**src/rtl/mem_pkg.sv**
```systemverilog
// Shared types and defaults for the main-memory side of the cache.
// Word address is {tag[2:0], index}; depth follows from ADDR_W.
package mem_pkg;

    localparam int ADDR_W  = 5;
    localparam int DATA_W  = 3;
    localparam int LATENCY = 3;
    localparam int DEPTH   = 1 << ADDR_W;

    typedef logic [ADDR_W-1:0] addr_t;
    typedef logic [DATA_W-1:0] data_t;

    typedef enum logic [1:0] {
        IDLE,
        WB,
        RD,
        RESP
    } mem_state_t;

endpackage

```
**src/rtl/main_memory_controller_if.sv**
```systemverilog
// Miss/fill bundle between the cache (master) and the
// main memory controller (slave).
interface main_memory_controller_if;
    import mem_pkg::*;

    logic  miss_req;
    addr_t miss_addr;
    logic  wb_en;
    addr_t wb_addr;
    data_t wb_data;
    logic  fill_valid;
    addr_t fill_addr;
    data_t fill_data;
    logic  busy;

    modport master (
        output miss_req,
        output miss_addr,
        output wb_en,
        output wb_addr,
        output wb_data,
        input  fill_valid,
        input  fill_addr,
        input  fill_data,
        input  busy
    );

    modport slave (
        input  miss_req,
        input  miss_addr,
        input  wb_en,
        input  wb_addr,
        input  wb_data,
        output fill_valid,
        output fill_addr,
        output fill_data,
        output busy
    );

endinterface

```
**src/rtl/main_mem_array.sv**
```systemverilog
// Backing store: synchronous write, combinational read,
// reset loads every word with the low bits of its own address.
module main_mem_array
    import mem_pkg::*;
(
    input  logic  clock,
    input  logic  reset,
    input  logic  wr_en,
    input  addr_t wr_addr,
    input  data_t wr_data,
    input  addr_t rd_addr,
    output data_t rd_data
);

    data_t mem [DEPTH];

    always_ff @(posedge clock) begin
        if (reset) begin
            for (int i = 0; i < DEPTH; i++) begin
                mem[i] <= data_t'(i);
            end
        end else if (wr_en) begin
            mem[wr_addr] <= wr_data;
        end
    end

    assign rd_data = mem[rd_addr];

endmodule

```
**src/rtl/main_memory_controller.sv**
```systemverilog
// Services cache misses: optional dirty write-back, then a read,
// each taking LATENCY cycles, returned as a one-cycle fill pulse.
module main_memory_controller #(
    parameter int LATENCY = mem_pkg::LATENCY
) (
    input  logic                     clock,
    input  logic                     reset,
    main_memory_controller_if.slave  bus
);
    import mem_pkg::*;

    localparam int CW = $clog2(LATENCY) + 1;
    localparam logic [CW-1:0] CNT_LOAD = CW'(LATENCY - 1);

    mem_state_t    state_q;
    mem_state_t    state_d;
    logic [CW-1:0] cnt_q;
    logic [CW-1:0] cnt_d;

    addr_t miss_addr_q;
    addr_t wb_addr_q;
    data_t wb_data_q;
    addr_t fill_addr_q;
    data_t fill_data_q;

    logic  accept;
    logic  wr_en;
    logic  rd_done;
    data_t rd_data;

    main_mem_array u_array (
        .clock   (clock),
        .reset   (reset),
        .wr_en   (wr_en),
        .wr_addr (wb_addr_q),
        .wr_data (wb_data_q),
        .rd_addr (miss_addr_q),
        .rd_data (rd_data)
    );

    always_comb begin
        state_d = state_q;
        cnt_d   = cnt_q;
        accept  = 1'b0;
        wr_en   = 1'b0;
        rd_done = 1'b0;
        unique case (state_q)
            IDLE: begin
                if (bus.miss_req) begin
                    accept  = 1'b1;
                    state_d = bus.wb_en ? WB : RD;
                    cnt_d   = CNT_LOAD;
                end
            end
            WB: begin
                if (cnt_q == '0) begin
                    wr_en   = 1'b1;
                    state_d = RD;
                    cnt_d   = CNT_LOAD;
                end else begin
                    cnt_d = cnt_q - CW'(1);
                end
            end
            RD: begin
                if (cnt_q == '0) begin
                    rd_done = 1'b1;
                    state_d = RESP;
                end else begin
                    cnt_d = cnt_q - CW'(1);
                end
            end
            RESP: begin
                state_d = IDLE;
            end
            default: begin
                state_d = IDLE;
            end
        endcase
    end

    always_ff @(posedge clock) begin
        if (reset) begin
            state_q     <= IDLE;
            cnt_q       <= '0;
            miss_addr_q <= '0;
            wb_addr_q   <= '0;
            wb_data_q   <= '0;
            fill_addr_q <= '0;
            fill_data_q <= '0;
        end else begin
            state_q <= state_d;
            cnt_q   <= cnt_d;
            if (accept) begin
                miss_addr_q <= bus.miss_addr;
                wb_addr_q   <= bus.wb_addr;
                wb_data_q   <= bus.wb_data;
            end
            // Write-back has already landed, so the read sees it.
            if (rd_done) begin
                fill_addr_q <= miss_addr_q;
                fill_data_q <= rd_data;
            end
        end
    end

    assign bus.fill_valid = (state_q == RESP);
    assign bus.busy       = (state_q != IDLE);
    assign bus.fill_addr  = fill_addr_q;
    assign bus.fill_data  = fill_data_q;

endmodule

```
**src/flat_wrapper.sv**
```systemverilog
// flat-port wrapper written by rule: the top's interface ports become plain ports
module main_memory_controller_flat import mem_pkg::*;
#(
    parameter int LATENCY = mem_pkg::LATENCY
)
  (clock, reset, bus_miss_req, bus_miss_addr, bus_wb_en, bus_wb_addr, bus_wb_data, bus_fill_valid, bus_fill_addr, bus_fill_data, bus_busy);
  main_memory_controller_if bus_i ();
  input  logic clock;
  input  logic reset;
  input wire logic [$bits(bus_i.miss_req)-1:0] bus_miss_req;
  input wire logic [$bits(bus_i.miss_addr)-1:0] bus_miss_addr;
  input wire logic [$bits(bus_i.wb_en)-1:0] bus_wb_en;
  input wire logic [$bits(bus_i.wb_addr)-1:0] bus_wb_addr;
  input wire logic [$bits(bus_i.wb_data)-1:0] bus_wb_data;
  output wire logic [$bits(bus_i.fill_valid)-1:0] bus_fill_valid;
  output wire logic [$bits(bus_i.fill_addr)-1:0] bus_fill_addr;
  output wire logic [$bits(bus_i.fill_data)-1:0] bus_fill_data;
  output wire logic [$bits(bus_i.busy)-1:0] bus_busy;
  assign bus_i.miss_req = bus_miss_req;
  assign bus_i.miss_addr = bus_miss_addr;
  assign bus_i.wb_en = bus_wb_en;
  assign bus_i.wb_addr = bus_wb_addr;
  assign bus_i.wb_data = bus_wb_data;
  assign bus_fill_valid = bus_i.fill_valid;
  assign bus_fill_addr = bus_i.fill_addr;
  assign bus_fill_data = bus_i.fill_data;
  assign bus_busy = bus_i.busy;
  main_memory_controller #(.LATENCY(LATENCY)) u_core (.clock(clock), .reset(reset), .bus(bus_i));
endmodule
```
**config.mk**
```make
export PLATFORM = sky130hd
export DESIGN_NAME = main_memory_controller_flat
export DESIGN_NICKNAME = d
export VERILOG_FILES = /design/src/rtl/mem_pkg.sv /design/src/rtl/main_memory_controller_if.sv /design/src/rtl/main_mem_array.sv /design/src/rtl/main_memory_controller.sv /design/src/flat_wrapper.sv
export SDC_FILE = /design/constraint.sdc
export NUM_CORES = 1
export LEC_CHECK = 0
export CAP_MARGIN = 5
export CORE_MARGIN = 10
export CORE_UTILIZATION = 45
export DETAILED_ROUTE_END_ITERATION = 7
export MAX_ROUTING_LAYER = met4
export PLACE_DENSITY = 0.66
export SETUP_SLACK_MARGIN = 0.5
export SLEW_MARGIN = 15
export SYNTH_ARGS = -nofsm -noshare
export SYNTH_HDL_FRONTEND = slang
export SYNTH_SLANG_ARGS = --single-unit
```
**constraint.sdc**
```tcl
create_clock -name clock -period 2.7 [get_ports clock]
set_input_delay 0.81 -clock clock [delete_from_list [all_inputs] [get_ports clock]]
set_output_delay 0.81 -clock clock [all_outputs]
set_load 0.02 [all_outputs]
```
# Yosys cells after proc, flatten, opt, wreduce, memory -nomap -nowiden
# Memory sizes are Yosys's and may differ from the RTL's. A register that Yosys moved wholly into a read port is not among the register bits.
# Cells that the tools add are included.
dict set report word_totals {
  ff_bits 23
  latchBits 0
  mem_bits_rw 96
  mem_bits_ro 0
  out_inout_bits 10
  memories 1
}
dict set report classes {
  addsub 1
  multipliers 0
  div 0
  order_cmp 0
  n_eq_ne 7
  n_shift 0
  n_mux 22
  bitwise 0
  n_reduce_logical 7
}
# memory words width read_ports rd_ports_with_merged_regs write_ports line
set memory_table {}
lappend memory_table {u_core.u_array.mem 32 3 1 1 32 main_mem_array.sv:15} ;# data_t mem [DEPTH];
# op count
set ops {}
lappend ops {{$mux W3} 4}
lappend ops {{$mux W1} 11}
lappend ops {{$pmux W3 S3} 1}
lappend ops {{$mux W2} 4}
lappend ops {{$pmux W2 S4} 1}
lappend ops {{$reduce_and A3 Y1} 2}
lappend ops {{$mux W5} 1}
lappend ops {{$eq A2 B2 Y1 const B} 2}
lappend ops {{$ne A2 B1 Y1 const B} 2}
lappend ops {{$ne A2 B2 Y1 const B} 2}
lappend ops {{$logic_not A3 Y1} 1}
lappend ops {{$reduce_bool A3 Y1} 1}
lappend ops {{$reduce_or A3 Y1} 1}
lappend ops {{$sub A3 B1 Y3 const B} 1}
lappend ops {{$eq A2 B1 Y1 const B} 1}
lappend ops {{$logic_not A2 Y1} 1}
lappend ops {{$reduce_bool A2 Y1} 1}

# Longest topological paths before layout
# Gate-level depths: netlist (run 1).
dict set report depth {
  depth_word 8
  mapped_depth 8
  depth_no_buf 7
}

# Modules after synthesis
# From an unflattened synthesis (run 1), not the netlist that was laid out.
dict set report hier_totals {
  hier_cells 474
  area_unflattened_um2 5785.5
}
# mod instances cells_per_inst area_each_um2 seq_area_each_um2
set modules_own_cells {}
lappend modules_own_cells {main_mem_array 1 332 4624.4 2882.8}
lappend modules_own_cells {main_memory_controller 1 142 1161.1 520.5}

# Least setup slack after synthesis (run 1)
# No wires, ideal clock.
dict set report synth_timing {
  kind {input to register}
  startpoint {input reset}
  endpoint {memory u_core.u_array.mem[9][0] in the netlist's numbering, enable pin}
  setup_time_ns 0.304
  t_arrival_ns 1.794
  slack_ns 0.602
  path_stages 5
  n_path_buf 1
  path_cell_list {nand3b_1 > nor4_1 > buf_2 > nand2_1 > nand2b_1}
}
# element line
set synth_lines {}
lappend synth_lines {{start, declared} flat_wrapper.sv:9} ;# input logic reset;
lappend synth_lines {{end, declared} main_mem_array.sv:15}

# Final worst setup path (run 1)
dict set report layout_timing {
  startpoint {register u_core.state_q[0]}
  endpoint {output bus_busy}
}
dict set report layout_between {
  elab_chain_len 1
}
# element line
set layout_lines {}
lappend layout_lines {{start, declared} main_memory_controller.sv:15} ;# mem_state_t state_q;
lappend layout_lines {{start signal, assigned} main_memory_controller.sv:91} ;# state_q <= state_d;
lappend layout_lines {{$reduce_bool A2 Y1} main_memory_controller.sv:107} ;# assign bus.busy = (state_q != IDLE);
lappend layout_lines {{end, declared} flat_wrapper.sv:18} ;# output wire logic [$bits(bus_i.busy)-1:0] bus_busy;
# No other way between the ends.

==> results of run 1 <==
[cell usage in the layout (no fill, tap or decap), drive strengths merged, types with 9 or more instances in the layout]
cell type      instances
dfxtp                 26
nor2b                 18
inv                   12
nand2b                15
a21oi                 24
clkdlybuf4s50         16
or2                   18
nor2                  34
or3                   14
nand3                 14
edfxtp                96
mux2                   9
buf                   16
a211oi                13
mux2i                 13
nand2                 77
mux4                   9
and3                  11
nor3                  22
clkbuf                21
[state kept, by name (all words and copies together), names as in the netlist]
register / cells
u_core.bus.fill_addr: 5
u_core.miss_addr_q: 5
u_core.bus.fill_data: 3
u_core.wb_addr_q: 5
u_core.cnt_q: 3
u_core.wb_data_q: 3
u_core.state_q: 2
u_core.u_array.mem: 96
[metal layers]
layer | wire [um] | vias up
met2 | 7010 | 152
met1 | 6530 | 2092
met3 | 808 | 31
met4 | 355 | 0
li1 | - | 1982
met5 | 0 | -
[power by group through the flow]
stage / Clock (uW) / Sequential (uW) / Combinational, uW
CTS: 2220 / 2280 / 1170
global placement: 0 / 2310 / 1160
global route: 2300 / 2300 / 1290
floorplan: 0 / 2220 / 875
finish: 2210 / 2290 / 1180
detailed placement: 0 / 2320 / 1180
[worst max-delay path: stages, from the launching register on]
cell      delay (ns)
dfxtp_1         0.36
inv_1           0.10
ha_1            0.24
inv_1           0.10
clkbuf_2        0.19
[per-stage QoR]
| stage | util, % | hold WS, ns |
|---|---|---|
| floorplan | - | 0.445 |
| global placement | 49.9 | 0.445 |
| detailed placement | 49.9 | 0.450 |
| CTS | 54.3 | 0.457 |
| global route | 54.6 | 0.485 |
| finish | 54.6 | 0.451 |
[logic make-up after synthesis]
family,Yosys count
buffers and inverters,51
flip-flops,122
AO/OA/AOI/OAI,74
adder cells (fa/ha/maj),7
AND/OR/NAND/NOR,250
multiplexers,31
[worst max-delay path by stage]
stage	slack, ns	end	depth (start not counted)	start
after floorplan	0.60	u_core.u_array.mem[9][0]	5	reset
after global placement	0.28	u_core.u_array.mem[27][0]	6	reset
after detailed placement	0.22	u_core.u_array.mem[11][2]	6	reset
after CTS	0.28	bus_busy	4	u_core.state_q[0]
after global routing	0.39	bus_busy	4	u_core.state_q[0]
final	0.47	bus_busy	4	u_core.state_q[0]
[cell type report]
type	instances	area share, %
clock buffer	20	6.26
clock inverter	11	1.85
inverter	12	0.646
multi-input combinational	362	33.7
sequential	122	48.9
tap	172	3.09
timing repair buffer	41	5.60
==> metrics.yaml, run 1 <==
run_status:
  status: "finished, final reports clean"
global_routing:
  use_met1_pct: 21.5
  grt_overflow: 0
  grt.total_usage_pct: 17.3
  grt_first_pass_wirelength_mm: 23.4
  grt_busiest_layer: "met2"
  gr-usage-met3_pct: 3.41
  grt_max_degree: 59
  antenna_found_initial: 0
  grt_util_met2_pct: 26.4
  grt_pass1_vias: 4352
synth:
  synthAdderAreaFrac_pct: 1.47
  synth_compound_area_share_pct: 8.32
  synthMuxAreaShare_pct: 7.31
  synth_nets: 559
  synth_edf_count: 96
  syn_inst: 535
  synth.area.top_cells: "edfxtp_1 (49%), dfxtp_1 (8.8%), nand2_1 (4.9%), mux4_2 (3.4%), mux2i_1 (2.2%)"
  synth_top_area_share_pct: 48.5
  synth_common_cells: "edfxtp_1 (96), nand2_1 (77), nor2_1 (34)"
  synth.distinct_cells: 44
  ys_async_sr_fraction_pct: 0
  synth_simple_gate_area_share_pct: 21.7
  syn-cell-area_um2: 5940
  yosysWarnings: 0
  synth_ff_type: "edfxtp_1"
  synthXorXnorAreaFrac_pct: 0
  synth-seq-cells: 122
  yosysMostFrequentCell: "edfxtp_1"
  avgSynthCellArea_um2: 11.1
  synth_seq_area_share_pct: 57.3
  synth_largest_area_cell: "edfxtp_1"
  synth_top_family_by_area: "simple AND/OR/NAND/NOR gates"
placed_design:
  place_area_um2: 6370
  place.gp.congestion: 0.873
  dp_cells: 709
  post-place-ws_ns: 0.217
  port_buffers: 26
  dp_hpwl_mm: 9.89
power_and_ir_drop:
  p_int_uw: 4010
  ir_drop_mv: 0.418
  power_leakage_uw: 0.00229
  p_per_area_nw_per_um2: 814
  p_switching_uw: 1670
  netSwitchingFraction_pct: 29.4
  p_clk_share_pct: 38.9
  power.share.sequential_pct: 40.3
  p_comb_share_pct: 20.8
  fin_total_pwr_uw: 5670
hold_path:
  hold_depth: 2
  holdPathEnd: "u_core.bus.fill_addr[3]"
  hold_path_class: "flip-flop to flip-flop"
  hold_start: "u_core.bus.fill_addr[3]"
critical_path:
  worstRegToRegCells: 8
  critical_path_required_ns: 1.89
  path_max_fanout: 4
  reg2reg_to: "u_core.u_array.mem[22][0]"
  cp-start-kind: "flip-flop"
  r2r_slack_ns: 0.64
  r2r_start: "u_core.state_q[1]"
  crit_type: "flip-flop to output port"
  cp.arrival_ns: 1.42
  cp-end-kind: "output port"
cts:
  cts_root_buf: "clkbuf_16"
  ctsHoldBuffers: 0
  cts.sinks: 122
  cts_setup_buffers: 0
  cts_tree: "done"
  clk_pin_slew_ns: 0.06
  clock_latency_ns: 0.42
  cts_buffer_depth: 2
  h-tree-depth: 4
  cts-resized-gates: 8
  cts_inserted_buffers: 17
sta:
  fin_crit_sh_pct: 82.5
  fmax_mhz: 449
  fin_crit_ns: 2.23
  finalSetupTns_ns: 0
  finalSetupViolCount: 0
  fin_skew_ns: 0.00960
  rsz0062_at_grt: "true"
  relSlewSlack_pct: 43.4
  worst_slack_ns: 0.474
  finalMaxSlewViolations: 0
  hold_viol_final: 0
  tightest_slew_ns: 0.843
floorplan:
  io-pin-count: 27
  core_area_um2: 12800
  start_util_pct: 46.5
  die_x_um: 135
  num_rows: 41
  dieArea_um2: 18200
  die_h_um: 135
finish:
  finalNonFillerCells: 740
  multi_input_area_um2: 2350
  seq_area_um2: 3410
  fillers: 1072
  area_delta_synth_final_pct: 17.4
  diodes: 0
  design_area_um2: 6970
  drive_gt1_share_pct: 18.0
  final_nets: 580
routing:
  drc: 0
  wl_per_cell_um: 19.9
  viasPerCell: 5.75
  vias: 4257
  drtPass1Iterations: 5
  drt-total-wl_mm: 14.7
  first_iter_violations: 386
  drtAntennaViolNets: 0
job:
  cap_violations: 0
Power figures use the tool's default switching activity.
==> run 2, diff against run 1 <==
- PLACE_DENSITY: 0.66 -> 0.69
- clock period: 2.7 -> 1.88 ns (I/O delays scaled with it)
==> run 2 against run 1 <==
Clock skew is 0.0036 ns lower. Critical path depth is 3 higher. Flip-flop and latch count stayed put. Critical endpoint is now u_core.u_array.mem[14][2]. Largest cell class unchanged.
==> metrics.yaml, run 2 (synthesis gave the netlist of run 1 again) <==
finish:
  area_delta_synth_final_pct: 48.9
  final_nets: 682
  final_cell_mix: "edfxtp_1 (96), buf_4 (69), nand2_1 (57)"
  design_area_um2: 8850
  diodes: 0
  regMostFlops: "u_core.u_array.mem"
  drive_gt1_share_pct: 50.2
  largest_reg_flops: 96
  final_common_cell: "edfxtp_1"
cts:
  cts_root_buf: "clkbuf_16"
  clock_latency_ns: 0.42
  h-tree-depth: 4
  cts_buffer_depth: 2
  cts_inserted_buffers: 17
  cts.sinks: 122
  clk_pin_slew_ns: 0.05
  cts_tree: "done"
power_and_ir_drop:
  p_switching_uw: 3070
  power_leakage_uw: 0.00315
  ir_drop_mv: 0.617
  p_clk_share_pct: 32.8
  p_int_uw: 6670
  netSwitchingFraction_pct: 31.5
  p_comb_share_pct: 33.9
  power.share.sequential_pct: 33.3
  fin_total_pwr_uw: 9740
  p_per_area_nw_per_um2: 1100
sta:
  fin_skew_ns: 0.00599
  hold_viol_final: 0
  fin_crit_sh_pct: 98.9
  finalMaxSlewViolations: 0
  fmax_mhz: 538
  tightest_slew_ns: 0.582
  fin_crit_ns: 1.86
  whs_ns: 0.458
  finalSetupViolCount: 0
  relSlewSlack_pct: 61.1
  rsz0062_at_grt: "true"
run_status:
  status: "finished, final reports clean"
routing:
  first_iter_violations: 548
  drtPass1Iterations: 5
  wl_met2_mm: 9.72
  drc: 0
  wl_met1_mm: 7.33
  vias: 4970
  viasPerCell: 5.90
  maxUsedRoutingLayer: "met4"
  drtAntennaViolNets: 0
  wl_per_cell_um: 22.1
  drt-total-wl_mm: 18.6
  met3_wirelength_mm: 1.12
floorplan:
  io-pin-count: 27
  die_x_um: 135
  start_util_pct: 46.5
  num_rows: 41
  die_h_um: 135
  dieArea_um2: 18200
  core_area_um2: 12800
critical_path:
  startpoint: "u_core.state_q[1]"
  setup.worst_path.end: "u_core.u_array.mem[14][2]"
  path_cells: "inv_2 > ha_4 > nor2b_4 > and3_4 > buf_6 > nand2_8 > or3_1"
  critical_path_required_ns: 2.04
  worstRegToRegCells: 7
  cp.arrival_ns: 2.02
  r2r_start: "u_core.state_q[1]"
  cp-end-kind: "flip-flop"
  reg2reg_to: "u_core.u_array.mem[14][2]"
  r2r_slack_ns: 0.02
  slowest_delay_ns: 0.38
  critPathSlowestCell: "or3_1"
  path_max_fanout: 7
  cp-start-kind: "flip-flop"
  crit_type: "flip-flop to flip-flop"
global_routing:
  grt_pass1_vias: 4877
  grt_overflow: 0
  grt_first_pass_wirelength_mm: 27.0
  antenna_found_initial: 0
  grt.total_usage_pct: 20.0
  grt_max_degree: 42
placed_design:
  place.gp.congestion: 0.912
  place_area_um2: 7040
  port_buffers: 26
  dp_hpwl_mm: 11.0
job:
  cap_violations: 0
hold_path:
  hold_depth: 2
  hold_path_class: "flip-flop to flip-flop"
## run 2: area by class of cell
class | instances | area (um2)
fill | 807 | 3930
sequential | 122 | 3430
multi-input combinational | 364 | 3180
timing repair buffer | 141 | 1390
clock buffer | 25 | 528
tap | 172 | 215
clock inverter | 7 | 61.3
inverter | 12 | 45.0
## run 2: metal layers
layer  up-vias  track usage [%]
li1       2204                -
met1      2477             23.1
met2       242             33.9
met3        47             3.45
met4         0             8.10
met5         -                -
## run 2: worst min path at each step
stage / from / endpoint / slack, ns
5_1_grt: u_core.bus.fill_addr[3] / u_core.bus.fill_addr[3] / 0.48
2_1_floorplan: u_core.wb_data_q[0] / u_core.wb_data_q[0] / 0.44
3_5_place_dp: u_core.bus.fill_addr[4] / u_core.bus.fill_addr[4] / 0.45
4_1_cts: u_core.bus.fill_addr[4] / u_core.bus.fill_addr[4] / 0.46
3_3_place_gp: u_core.bus.fill_addr[4] / u_core.bus.fill_addr[4] / 0.44
6_report: u_core.bus.fill_addr[4] / u_core.bus.fill_addr[4] / 0.46
## run 2: power by group through the flow
| stage | logic (uW) | registers, uW | clock network, uW |
|---|---|---|---|
| 6_report | 3300 | 3240 | 3200 |
| 5_1_grt | 3460 | 3250 | 3350 |
| 4_1_cts | 2780 | 3230 | 3220 |
| 3_5_place_dp | 2230 | 3250 | 0 |
| 3_3_place_gp | 2180 | 3240 | 0 |
| 2_1_floorplan | 1420 | 3210 | 0 |
## run 2: stage by stage
step	cells	setup WS (ns)	setup TNS (ns)	utilization, %
after floorplan	535	0.127	0	-
after global placement	763	-0.0831	-1.18	55.1
after detailed placement	763	-0.146	-2.49	55.1
after CTS	822	0.0833	0	65.1
after global routing	843	-0.0430	-0.173	69.3
final	843	0.0216	0	69.3
## run 2: worst max-delay path: cells and delay by family, from the launching register on
| family | cells | cell delay (ns) |
|---|---|---|
| adder cells (fa/ha/maj) | 1 | 0.16 |
| AND/OR/NAND/NOR | 4 | 0.88 |
| buffers and inverters | 2 | 0.23 |
| flip-flops | 1 | 0.34 |
## run 2: timing repair
| item | in CTS | in global routing |
|---|---|---|
| pin swaps | 25 | 23 |
| buffers inserted | 23 | 20 |
| endpoints found under the setup margin | 223 | 227 |
| gates cloned | 4 | 1 |
| hold buffers | 0 | 0 |
| resized for setup | 165 | 85 |
